[config.mk]
export PLATFORM = sky130hd
export DESIGN_NAME = traffic_phase_ctrl_flat
export DESIGN_NICKNAME = d
export VERILOG_FILES = /design/src/rtl/traffic_phase_ctrl_pkg.sv /design/src/rtl/traffic_phase_ctrl_if.sv /design/src/rtl/traffic_phase_ctrl_rr_next_dir.sv /design/src/rtl/traffic_phase_ctrl.sv /design/src/flat_wrapper.sv
export SDC_FILE = /design/constraint.sdc
export NUM_CORES = 1
export LEC_CHECK = 0
export CAP_MARGIN = 5
export CORE_UTILIZATION = 50
export CTS_BUF_LIST = sky130_fd_sc_hd__clkbuf_8
export DETAILED_ROUTE_END_ITERATION = 10
export GPL_TIMING_DRIVEN = 1
export PLACE_DENSITY = 0.77
export SYNTH_ARGS = -nofsm -noshare
export SYNTH_HDL_FRONTEND = slang
export SYNTH_SLANG_ARGS = --single-unit
[constraint.sdc]
create_clock -name clk -period 4.2 [get_ports clk]
set_input_delay 0.63 -clock clk [delete_from_list [all_inputs] [get_ports clk]]
set_output_delay 0.63 -clock clk [all_outputs]
set_load 0.02 [all_outputs]
[src/rtl/traffic_phase_ctrl_pkg.sv]
// Shared lamp encoding, phase enum and small helpers for the traffic phase controller.
package traffic_pkg;

  typedef enum logic [1:0] {
    GREEN  = 2'b00,
    YELLOW = 2'b01,
    ALLRED = 2'b10,
    FLASH  = 2'b11
  } phase_e;

  localparam logic [2:0] LAMP_GREEN  = 3'b001;
  localparam logic [2:0] LAMP_YELLOW = 3'b010;
  localparam logic [2:0] LAMP_RED    = 3'b100;
  localparam logic [2:0] LAMP_DARK   = 3'b000;

  function automatic int dir_w(input int n);
    return (n > 1) ? $clog2(n) : 1;
  endfunction

  // Lamp code of one approach given the phase, whether it is the served one, and blink state.
  function automatic logic [2:0] lamp_code(input phase_e ph, input logic is_cur, input logic blink);
    logic [2:0] code;
    code = LAMP_RED;
    case (ph)
      GREEN:   code = is_cur ? LAMP_GREEN : LAMP_RED;
      YELLOW:  code = is_cur ? LAMP_YELLOW : LAMP_RED;
      ALLRED:  code = LAMP_RED;
      FLASH:   code = blink ? LAMP_DARK : LAMP_RED;
      default: code = LAMP_RED;
    endcase
    return code;
  endfunction

endpackage

[src/rtl/traffic_phase_ctrl_if.sv]
// Sensor-side requests and lamp-side status of the phase controller.
interface traffic_phase_ctrl_if #(
  parameter int NUM_DIR = 4
);
  import traffic_pkg::*;

  localparam int DIR_W = dir_w(NUM_DIR);

  logic [NUM_DIR-1:0]   car_det;
  logic [NUM_DIR-1:0]   gap_req;
  logic                 flash_mode;
  logic [3*NUM_DIR-1:0] lights;
  logic [DIR_W-1:0]     cur_dir;
  logic [1:0]           phase;

  modport master (
    output car_det, gap_req, flash_mode,
    input  lights, cur_dir, phase
  );

  modport slave (
    input  car_det, gap_req, flash_mode,
    output lights, cur_dir, phase
  );

endinterface

[src/rtl/traffic_phase_ctrl_rr_next_dir.sv]
// Round-robin search for the next demanded approach, starting just after cur_dir.
module rr_next_dir
  import traffic_pkg::*;
#(
  parameter int NUM_DIR = 4,
  parameter int DIR_W   = dir_w(NUM_DIR)
) (
  input  logic [NUM_DIR-1:0] demand,
  input  logic [DIR_W-1:0]   cur_dir,
  output logic [DIR_W-1:0]   next,
  output logic               any
);

  logic [DIR_W-1:0]   w_idx [NUM_DIR];
  logic [NUM_DIR-1:0] w_rot;

  // w_rot[k] is the demand of the approach k+1 steps after cur_dir; offset NUM_DIR is cur_dir itself.
  generate
    for (genvar gi = 0; gi < NUM_DIR; gi++) begin : g_rot
      assign w_idx[gi] = DIR_W'((int'(cur_dir) + gi + 1) % NUM_DIR);
      assign w_rot[gi] = demand[w_idx[gi]];
    end
  endgenerate

  always_comb begin
    next = cur_dir;
    for (int k = NUM_DIR - 1; k >= 0; k--) begin
      if (w_rot[k]) next = w_idx[k];
    end
    any = |demand;
  end

endmodule

[src/rtl/traffic_phase_ctrl.sv]
// Demand-actuated round-robin traffic phase controller: green/yellow/all-red per approach plus flash mode.
module traffic_phase_ctrl
  import traffic_pkg::*;
#(
  parameter int NUM_DIR   = 4,
  parameter int CNT_W     = 8,
  parameter int GREEN_MAX = 16,
  parameter int GREEN_MIN = 4,
  parameter int YELLOW_T  = 4,
  parameter int ALLRED_T  = 2,
  parameter int FLASH_T   = 8
) (
  input logic                 clk,
  input logic                 rst_a,
  traffic_phase_ctrl_if.slave ctrl_if
);

  localparam int DIR_W = dir_w(NUM_DIR);
  localparam logic [CNT_W-1:0] GREEN_LAST    = CNT_W'(GREEN_MAX - 1);
  localparam logic [CNT_W-1:0] GREEN_MIN_LST = CNT_W'(GREEN_MIN - 1);
  localparam logic [CNT_W-1:0] YELLOW_LAST   = CNT_W'(YELLOW_T - 1);
  localparam logic [CNT_W-1:0] ALLRED_LAST   = CNT_W'(ALLRED_T - 1);
  localparam logic [CNT_W-1:0] FLASH_LAST    = CNT_W'(FLASH_T - 1);

  phase_e             r_phase, w_phase_next;
  logic [DIR_W-1:0]   r_cur_dir, w_cur_dir_next, w_rr_next, w_dir_inc;
  logic [CNT_W-1:0]   r_timer, w_timer_next;
  logic [NUM_DIR-1:0] r_demand, w_demand_next, w_cur_onehot, w_clear, w_lit;
  logic               r_blink, w_blink_next, r_first, w_first_next;
  logic               w_rr_any, w_other, w_green_last, w_green_min_ok, w_green_end;

  rr_next_dir #(.NUM_DIR(NUM_DIR), .DIR_W(DIR_W)) u_rr (
    .demand  (r_demand),
    .cur_dir (r_cur_dir),
    .next    (w_rr_next),
    .any     (w_rr_any)
  );

  assign w_cur_onehot   = NUM_DIR'(1) << r_cur_dir;
  assign w_dir_inc      = DIR_W'((int'(r_cur_dir) + 1) % NUM_DIR);
  assign w_other        = |(r_demand & ~w_cur_onehot);
  // r_first marks only the opening cycle of a green, not a rest-on-green restart.
  assign w_clear        = (r_phase == GREEN && r_first) ? w_cur_onehot : '0;
  assign w_demand_next  = (r_demand & ~w_clear) | ctrl_if.car_det;
  assign w_green_last   = (r_timer == GREEN_LAST);
  assign w_green_min_ok = (r_timer >= GREEN_MIN_LST);
  assign w_green_end    = (ctrl_if.flash_mode && w_green_min_ok) ||
                          (w_other && (w_green_last || (ctrl_if.gap_req[r_cur_dir] && w_green_min_ok)));

  always_comb begin
    w_phase_next   = r_phase;
    w_cur_dir_next = r_cur_dir;
    w_timer_next   = r_timer;
    w_blink_next   = r_blink;
    w_first_next   = 1'b0;
    case (r_phase)
      GREEN: begin
        if (w_green_end) begin
          w_phase_next = YELLOW;
          w_timer_next = '0;
        end else if (w_green_last) begin
          w_timer_next = '0;
        end else begin
          w_timer_next = r_timer + CNT_W'(1);
        end
      end
      YELLOW: begin
        if (r_timer == YELLOW_LAST) begin
          w_phase_next = ALLRED;
          w_timer_next = '0;
        end else begin
          w_timer_next = r_timer + CNT_W'(1);
        end
      end
      ALLRED: begin
        if (r_timer == ALLRED_LAST) begin
          w_timer_next = '0;
          if (ctrl_if.flash_mode) begin
            w_phase_next = FLASH;
            w_blink_next = 1'b0;
          end else begin
            w_phase_next   = GREEN;
            w_cur_dir_next = w_rr_any ? w_rr_next : w_dir_inc;
            w_first_next   = 1'b1;
          end
        end else begin
          w_timer_next = r_timer + CNT_W'(1);
        end
      end
      FLASH: begin
        // Parking on the last approach makes the next pick search from approach 0.
        if (!ctrl_if.flash_mode) begin
          w_phase_next   = ALLRED;
          w_timer_next   = '0;
          w_cur_dir_next = DIR_W'(NUM_DIR - 1);
        end else if (r_timer == FLASH_LAST) begin
          w_timer_next = '0;
          w_blink_next = ~r_blink;
        end else begin
          w_timer_next = r_timer + CNT_W'(1);
        end
      end
      default: ;
    endcase
  end

  always_ff @(posedge clk or posedge rst_a) begin
    if (rst_a) begin
      r_phase   <= GREEN;
      r_cur_dir <= '0;
      r_timer   <= '0;
      r_demand  <= '0;
      r_blink   <= 1'b0;
      r_first   <= 1'b1;
    end else begin
      r_phase   <= w_phase_next;
      r_cur_dir <= w_cur_dir_next;
      r_timer   <= w_timer_next;
      r_demand  <= w_demand_next;
      r_blink   <= w_blink_next;
      r_first   <= w_first_next;
    end
  end

  generate
    for (genvar gi = 0; gi < NUM_DIR; gi++) begin : g_lamp
      assign ctrl_if.lights[3*gi +: 3] = lamp_code(r_phase, r_cur_dir == DIR_W'(gi), r_blink);
      assign w_lit[gi] = ctrl_if.lights[3*gi] | ctrl_if.lights[3*gi+1];
    end
  endgenerate

  assign ctrl_if.cur_dir = r_cur_dir;
  assign ctrl_if.phase   = r_phase;

  a_single_go: assert property (@(posedge clk) disable iff (rst_a) $onehot0(w_lit));

endmodule
[src/flat_wrapper.sv]
// flat-port wrapper written by rule: the top's interface ports become plain ports
module traffic_phase_ctrl_flat import traffic_pkg::*;
#(
  parameter int NUM_DIR   = 4,
  parameter int CNT_W     = 8,
  parameter int GREEN_MAX = 16,
  parameter int GREEN_MIN = 4,
  parameter int YELLOW_T  = 4,
  parameter int ALLRED_T  = 2,
  parameter int FLASH_T   = 8
)
  (clk, rst_a, ctrl_if_car_det, ctrl_if_gap_req, ctrl_if_flash_mode, ctrl_if_lights, ctrl_if_cur_dir, ctrl_if_phase);
  traffic_phase_ctrl_if #(.NUM_DIR(NUM_DIR)) ctrl_if_i ();
  input logic clk;
  input logic rst_a;
  input wire logic [$bits(ctrl_if_i.car_det)-1:0] ctrl_if_car_det;
  input wire logic [$bits(ctrl_if_i.gap_req)-1:0] ctrl_if_gap_req;
  input wire logic [$bits(ctrl_if_i.flash_mode)-1:0] ctrl_if_flash_mode;
  output wire logic [$bits(ctrl_if_i.lights)-1:0] ctrl_if_lights;
  output wire logic [$bits(ctrl_if_i.cur_dir)-1:0] ctrl_if_cur_dir;
  output wire logic [$bits(ctrl_if_i.phase)-1:0] ctrl_if_phase;
  assign ctrl_if_i.car_det = ctrl_if_car_det;
  assign ctrl_if_i.gap_req = ctrl_if_gap_req;
  assign ctrl_if_i.flash_mode = ctrl_if_flash_mode;
  assign ctrl_if_lights = ctrl_if_i.lights;
  assign ctrl_if_cur_dir = ctrl_if_i.cur_dir;
  assign ctrl_if_phase = ctrl_if_i.phase;
  traffic_phase_ctrl #(.NUM_DIR(NUM_DIR), .CNT_W(CNT_W), .GREEN_MAX(GREEN_MAX), .GREEN_MIN(GREEN_MIN), .YELLOW_T(YELLOW_T), .ALLRED_T(ALLRED_T), .FLASH_T(FLASH_T)) u_core (.clk(clk), .rst_a(rst_a), .ctrl_if(ctrl_if_i));
endmodule
* Word level (Yosys, flattened, before mapping) *
Cells that the tools add are included.

storage, ports and cells
  flip-flop bits (word level) = 18
  latch bits = 0
  memory bits (writable) = 0
  bits in read-only memories = 0
  bits of input ports = 11
  output and inout bits = 16
  logic and storage cells = 113
  memories = 0

operators by class
  add/subtract/negate cells = 7
  $mul = 0
  div/mod/pow operators = 0
  magnitude comparators = 6
  eq/ne operators = 19
  shift operators = 1
  multiplexer cells = 54
  bitwise operators = 6
  reduce and logical (&&, ||, !) cells = 14

operators with widths
  cell                                                                                  number
  8-bit two-way mux                                                                     6
  3-bit one-hot mux with 4 select lines                                                 4
  8-bit one-hot mux with 4 select lines                                                 1
  3-bit two-way mux                                                                     9
  2-bit two-way mux                                                                     13
  2-bit by 3-bit < comparator with 1-bit output (second input constant)                 5
  1-bit two-way mux                                                                     12
  1-bit binary-select mux with 2-bit select                                             5
  5-bit AND reduction                                                                   2
  2-bit by 1-bit adder with 2-bit output (second input constant)                        4
  8-bit by 1-bit adder with 8-bit output (second input constant)                        1
  4-bit AND                                                                             2
  2-bit equality test (second input constant)                                           4
  8-bit by 1-bit equality test with 1-bit output (second input constant)                1
  8-bit by 2-bit equality test with 1-bit output (second input constant)                1
  8-bit by 3-bit equality test with 1-bit output (second input constant)                1
  8-bit by 4-bit equality test with 1-bit output (second input constant)                1
  8-bit by 2-bit greater-or-equal comparator with 1-bit output (second input constant)  1
  2-bit by 1-bit != test with 1-bit output (second input constant)                      4
  2-bit != test (second input constant)                                                 4
  4-bit inverter                                                                        2
  2-bit one-hot mux with 4 select lines                                                 1
  4-bit OR reduction                                                                    2
  6-bit != test (second input constant)                                                 1
  other kinds (13)                                                                      20

* Depth between registers and ports, before layout *
  depth after elaboration = 12
  depth in mapped cells = 8

* By module *
From an unflattened synthesis, not the netlist that was laid out.

second synthesis, totals
  cells, all modules = 145
  area, all modules = 1247.4 um^2

modules (own cells, without submodules)
  module              times used  cells each  area each (um^2)
  traffic_phase_ctrl  1           131         1174.9
  rr_next_dir         1           14          72.6

* Least setup slack after synthesis *
No wires, ideal clock.

  kind = register to register
  from = register u_core.r_cur_dir[0], in the netlist u_core.ctrl_if.cur_dir[0]
  to = register u_core.r_cur_dir[1], in the netlist u_core.ctrl_if.cur_dir[1]
  setup time = 125 ps
  arrival = 2084 ps
  path slack = 1991 ps
  cell stages (with the launch flop) = 9
  path buffers = 2
  period minus slack after synthesis = 2209 ps
  cells stage by stage = dfrtp_1 buf_2 inv_1 ha_1 clkbuf_1 a2111oi_0 a21oi_1 o21ai_1 mux2_2

on the way
  word-level cells in the longest chain between the ends = 11
  elaborated cells on any way between the ends = 24

RTL lines
  item                                       line                                  text
  start: declaration                         traffic_phase_ctrl.sv:26              logic [DIR_W-1:0] r_cur_dir, w_cur_dir_next, w_rr_next, w_dir_inc;
  start signal: assignment                   traffic_phase_ctrl.sv:117             r_cur_dir <= w_cur_dir_next;
  2-bit adder                                traffic_phase_ctrl_rr_next_dir.sv:20  assign w_idx[gi] = DIR_W'((int'(cur_dir) + gi + 1) % NUM_DIR);
  2-bit by 1-bit adder with 2-bit output     traffic_phase_ctrl_rr_next_dir.sv:20
  1-bit binary-select mux with 2-bit select  traffic_phase_ctrl_rr_next_dir.sv:21  assign w_rot[gi] = demand[w_idx[gi]];
  1-bit two-way mux (implied by the code)    traffic_phase_ctrl_rr_next_dir.sv:21
  2-bit two-way mux (3 in series)            traffic_phase_ctrl_rr_next_dir.sv:28  if (w_rot[k]) next = w_idx[k];
  2-bit two-way mux                          traffic_phase_ctrl.sv:83              w_cur_dir_next = w_rr_any ? w_rr_next : w_dir_inc;
  2-bit two-way mux                          traffic_phase_ctrl.sv:78              if (ctrl_if.flash_mode) begin
  2-bit two-way mux                          traffic_phase_ctrl.sv:76              if (r_timer == ALLRED_LAST) begin
  2-bit one-hot mux with 2 select lines      traffic_phase_ctrl.sv:56              case (r_phase)

Several ways; a longest one is shown, not always the timed one. The select of a mux whose other input is x is not followed.
A chain may end at the register's enable or synchronous reset.

* Worst setup path in the final report *
  from = register u_core.r_cur_dir[0], in the netlist u_core.ctrl_if.cur_dir[0]
  to = output ctrl_if_lights[8]

on the way
  word-level cells in the longest chain between the ends = 3
  elaborated cells on any way between the ends = 4

RTL lines
  item                                         line                                                        text
  2-bit equality test (*)                      traffic_phase_ctrl.sv:127                                   assign ctrl_if.lights[3*gi +: 3] = lamp_code(r_phase, r_cur_dir == DIR_W'(gi), r_blink);
  3-bit two-way mux, on equally long branches  traffic_phase_ctrl_pkg.sv:26, traffic_phase_ctrl_pkg.sv:25
  3-bit one-hot mux with 4 select lines (*)    traffic_phase_ctrl_pkg.sv:24                                case (ph)
  end: declaration                             flat_wrapper.sv:19                                          output wire logic [$bits(ctrl_if_i.lights)-1:0] ctrl_if_lights;

Mark *: on every way between the ends. The rest lies on a longest branch, timed or not.

==> impl_metrics.xml <==
<?xml version="1.0" encoding="UTF-8"?>
<metrics>
  <group name="status">
    <metric name="status" unit="">finished, final reports clean</metric>
  </group>
  <group name="critical_path">
    <metric name="critical_path_peak_fanout" unit="">16</metric>
    <metric name="cp.arrival" unit="ns">2.11</metric>
    <metric name="worst_ep_required_time" unit="ns">3.57</metric>
    <metric name="critPathKind" unit="">flip-flop to output pin</metric>
    <metric name="worst_setup_path_start_kind" unit="">flip-flop</metric>
    <metric name="cp_num_buf_inv" unit="">2</metric>
    <metric name="worst_setup_path_end_kind" unit="">output pin</metric>
    <metric name="timing.reg2reg.worst_path_depth" unit="">6</metric>
    <metric name="crit_cells" unit="">4</metric>
    <metric name="cpPeakStageDelay" unit="ns">0.64</metric>
    <metric name="critical-path-top-delay-family" unit="">buffers and inverters</metric>
    <metric name="cp_cell_sequence" unit="">inv_1 -&gt; ha_1 -&gt; a21oi_1 -&gt; clkdlybuf4s50_1</metric>
    <metric name="worst-r2r-setup-slack" unit="ns">1.93</metric>
    <metric name="cp_slowest_cell" unit="">dfrtp_1</metric>
  </group>
  <group name="clock_tree">
    <metric name="clock_tree.buffer_depth" unit="">2</metric>
    <metric name="ctsHoldBuffers" unit="">0</metric>
    <metric name="postCtsSetupBuffers" unit="">0</metric>
    <metric name="cts_buffers" unit="">3</metric>
    <metric name="numClockSinks" unit="">18</metric>
    <metric name="number_of_gates_resized_after_cts" unit="">0</metric>
    <metric name="clkTransAtPathRegs" unit="ns">0.07</metric>
    <metric name="cts.root.buffer_cell" unit="">clkbuf_8</metric>
    <metric name="tritoncts" unit="">built</metric>
    <metric name="htree_levels" unit="">1</metric>
    <metric name="clock_insertion_delay_worst_skew" unit="ns">0.26</metric>
  </group>
  <group name="finish">
    <metric name="area.growth.synth_to_final" unit="%">23.49</metric>
    <metric name="fillerInstances" unit="">230</metric>
    <metric name="post_route_cells_drive_above_1_share" unit="%">11.05</metric>
    <metric name="most_frequent_standard_cell_in_the_layout_excluding_fill_and_tap_cells" unit="">clkdlybuf4s50_1</metric>
    <metric name="mostFrequentLayoutCells" unit="">clkdlybuf4s50_1, dfrtp_1, nor2_1, and3_1, nand2_1</metric>
    <metric name="final_net_count" unit="">199</metric>
    <metric name="diodes" unit="">0</metric>
    <metric name="finish.instance_area" unit="sq um">1717</metric>
    <metric name="stdcell_count" unit="">211</metric>
  </group>
  <group name="sta">
    <metric name="slew_headroom" unit="%">55.02</metric>
    <metric name="rsz_0062_raised_after_global_routing" unit="">no</metric>
    <metric name="finalMaxSlewViolations" unit="">0</metric>
    <metric name="timing_hold_violations_final" unit="">0</metric>
    <metric name="min_period_over_period" unit="%">65.15</metric>
    <metric name="max_freq" unit="GHz">0.3655</metric>
    <metric name="period_minus_slack" unit="ns">2.736</metric>
    <metric name="finalWorstSetupSlack" unit="ns">1.464</metric>
    <metric name="worst_pin_slew" unit="ns">0.6739</metric>
    <metric name="finalHoldWorstSlack" unit="ns">0.4896</metric>
    <metric name="fin_tns_setup" unit="ns">0</metric>
    <metric name="finalSetupViolCount" unit="">0</metric>
    <metric name="fin_skew" unit="ns">0.005181</metric>
  </group>
  <group name="synthesis">
    <metric name="proportion_of_synthesized_area_in_mux_cells" unit="%">7.651</metric>
    <metric name="yosys.area_share.adder" unit="%">5.401</metric>
    <metric name="post_synth_xor_area_fraction" unit="%">3.150</metric>
    <metric name="synth_cell_types" unit="">50</metric>
    <metric name="synthCells" unit="">157</metric>
    <metric name="synthesis.area" unit="sq um">1390</metric>
    <metric name="syn_avg_cell_area" unit="sq um">8.854</metric>
    <metric name="yosys_warnings" unit="">0</metric>
    <metric name="synth-compound-area-share" unit="%">20.16</metric>
    <metric name="synth_top_family_by_area" unit="">simple AND/OR/NAND/NOR gates</metric>
    <metric name="postSynthRegisterBits" unit="">18</metric>
    <metric name="ys_async_sr_fraction" unit="%">100.0</metric>
    <metric name="synth_sequential_area_ratio" unit="%">32.49</metric>
    <metric name="most_used_flip_flop_cell_after_synthesis" unit="">dfrtp_1</metric>
    <metric name="postSynthNetCount" unit="">174</metric>
    <metric name="synthSimpleGateAreaFrac" unit="%">26.82</metric>
    <metric name="synth-edff-count" unit="">0</metric>
  </group>
  <group name="placed_design">
    <metric name="dp_slack" unit="ns">1.750</metric>
    <metric name="gp_congestion" unit="">0.9594</metric>
    <metric name="port_buf_inserts" unit="">26</metric>
    <metric name="placed_cells" unit="">207</metric>
    <metric name="hpwl" unit="microns">2475</metric>
    <metric name="placement.cell_area" unit="sq um">1662</metric>
  </group>
  <group name="floorplanning">
    <metric name="std_cell_rows" unit="">18</metric>
    <metric name="die_w" unit="microns">54.73</metric>
    <metric name="core_area" unit="sq um">2545</metric>
    <metric name="die_area" unit="sq um">2995</metric>
    <metric name="floorplan.io_pins" unit="">27</metric>
    <metric name="floorplan.initialDensity" unit="%">54.62</metric>
    <metric name="die_ht" unit="microns">54.73</metric>
  </group>
  <group name="global_routing">
    <metric name="vias_in_the_first_global_route" unit="">1112</metric>
    <metric name="antenna_found_initial" unit="">0</metric>
    <metric name="pin_count_of_the_biggest_net_entering_global_routing" unit="">19</metric>
    <metric name="grt_use_total" unit="%">25.52</metric>
    <metric name="grt_remaining_overflow" unit="">0</metric>
    <metric name="first_pass_grt_wire_length" unit="microns">5237</metric>
  </group>
  <group name="drt">
    <metric name="drt_iter0_drc" unit="">46</metric>
    <metric name="route.antenna.remaining_nets" unit="">0</metric>
    <metric name="detail_route.first_pass.iterations" unit="">4</metric>
    <metric name="via_count" unit="">1260</metric>
    <metric name="wl_per_cell" unit="microns">15.49</metric>
    <metric name="finalWirelength" unit="microns">3269</metric>
    <metric name="via_per_inst" unit="">5.972</metric>
    <metric name="remaining_drc_errors" unit="">0</metric>
  </group>
  <group name="pwr">
    <metric name="power.density" unit="nW/um^2">638.5</metric>
    <metric name="power.leakage" unit="nW">0.7195</metric>
    <metric name="max-vdd-ir-drop" unit="mV">0.5260</metric>
  </group>
  <group name="run">
    <metric name="drv_cap" unit="">0</metric>
  </group>
  <group name="worst_hold_path">
    <metric name="hold_path.class" unit="">flip-flop to flip-flop</metric>
    <metric name="whs_path_depth" unit="">1</metric>
  </group>
</metrics>
per-stage QoR:
step | power, mW | util [%]
floorplan | 0.7411 | -
global placement | 0.9357 | 65.29
detailed placement | 0.9520 | 65.29
CTS | 1.101 | 67.45
global route | 1.183 | 67.45
finish | 1.096 | 67.45
where the power goes:
group	leakage (nW)	switching (mW)	internal, mW
clock	0.0288	0.0590	0.0834
combinational	0.476	0.358	0.316
sequential	0.215	0.0713	0.208
final cells by class:
cell class | instances | area, sq um | area share (%)
well taps | 30 | 37.54 | 2.187
clock buffers | 4 | 55.05 | 3.207
repair buffers | 26 | 260.3 | 15.16
inverters | 9 | 33.78 | 1.968
multi-input cells | 124 | 878.3 | 51.17
flip-flops and latches | 18 | 451.7 | 26.31
metal layers:
metal / global-route usage [%] / part of all wire [%]
met5: 0 / 0
met4: 15.38 / 2.0
met3: 5.833 / 5.7
met2: 40.36 / 49
met1: 31.21 / 43
registers in the layout, indices dropped and copies added (netlist names):
signal	flops
u_core.r_timer	8
u_core.r_first	1
u_core.ctrl_if.cur_dir	2
u_core.ctrl_if.phase	2
u_core.r_blink	1
u_core.r_demand	4
cell families after synthesis:
family	count (synthesis)
adder cells (fa/ha/maj)	6
AND/OR/NAND/NOR	66
multiplexers	8
buffers and inverters	15
flip-flops	18
XOR/XNOR	5
AO/OA/AOI/OAI	39
path summary, 6_finish.rpt:
check,from,endpoint
worst max register to register,u_core.ctrl_if.cur_dir[0],u_core.ctrl_if.cur_dir[1]
max in group asynchronous,rst_a,u_core.ctrl_if.cur_dir[0]
worst min register to register,u_core.r_timer[0],u_core.r_timer[0]
worst max-delay path,u_core.ctrl_if.cur_dir[0],ctrl_if_lights[8]
min in group asynchronous,rst_a,u_core.r_timer[4]
worst min-delay path,u_core.r_timer[0],u_core.r_timer[0]
synth_stat cells (all sizes together) (2+ instances only):
library cell,n,area share (%)
a211oi,4,3.4
a21boi,2,1.1
a21o,2,1.1
a21oi,10,3.6
a31o,4,2.5
a31oi,2,0.90
and2,2,0.90
and3,12,5.4
buf,3,1.1
clkbuf,3,0.81
dfrtp,17,31
ha,6,5.4
inv,9,2.4
mux2,5,4.1
mux2i,2,1.7
nand2,11,3.0
nand3,5,1.8
nand3b,2,1.4
nor2,16,4.3
nor2b,6,2.7
nor3,3,1.4
nor4,2,2.0
o21ai,7,2.5
or2,2,0.90
or4,2,1.4
xnor2,3,1.9
xor2,2,1.3
(Power assumes the default switching activity.)
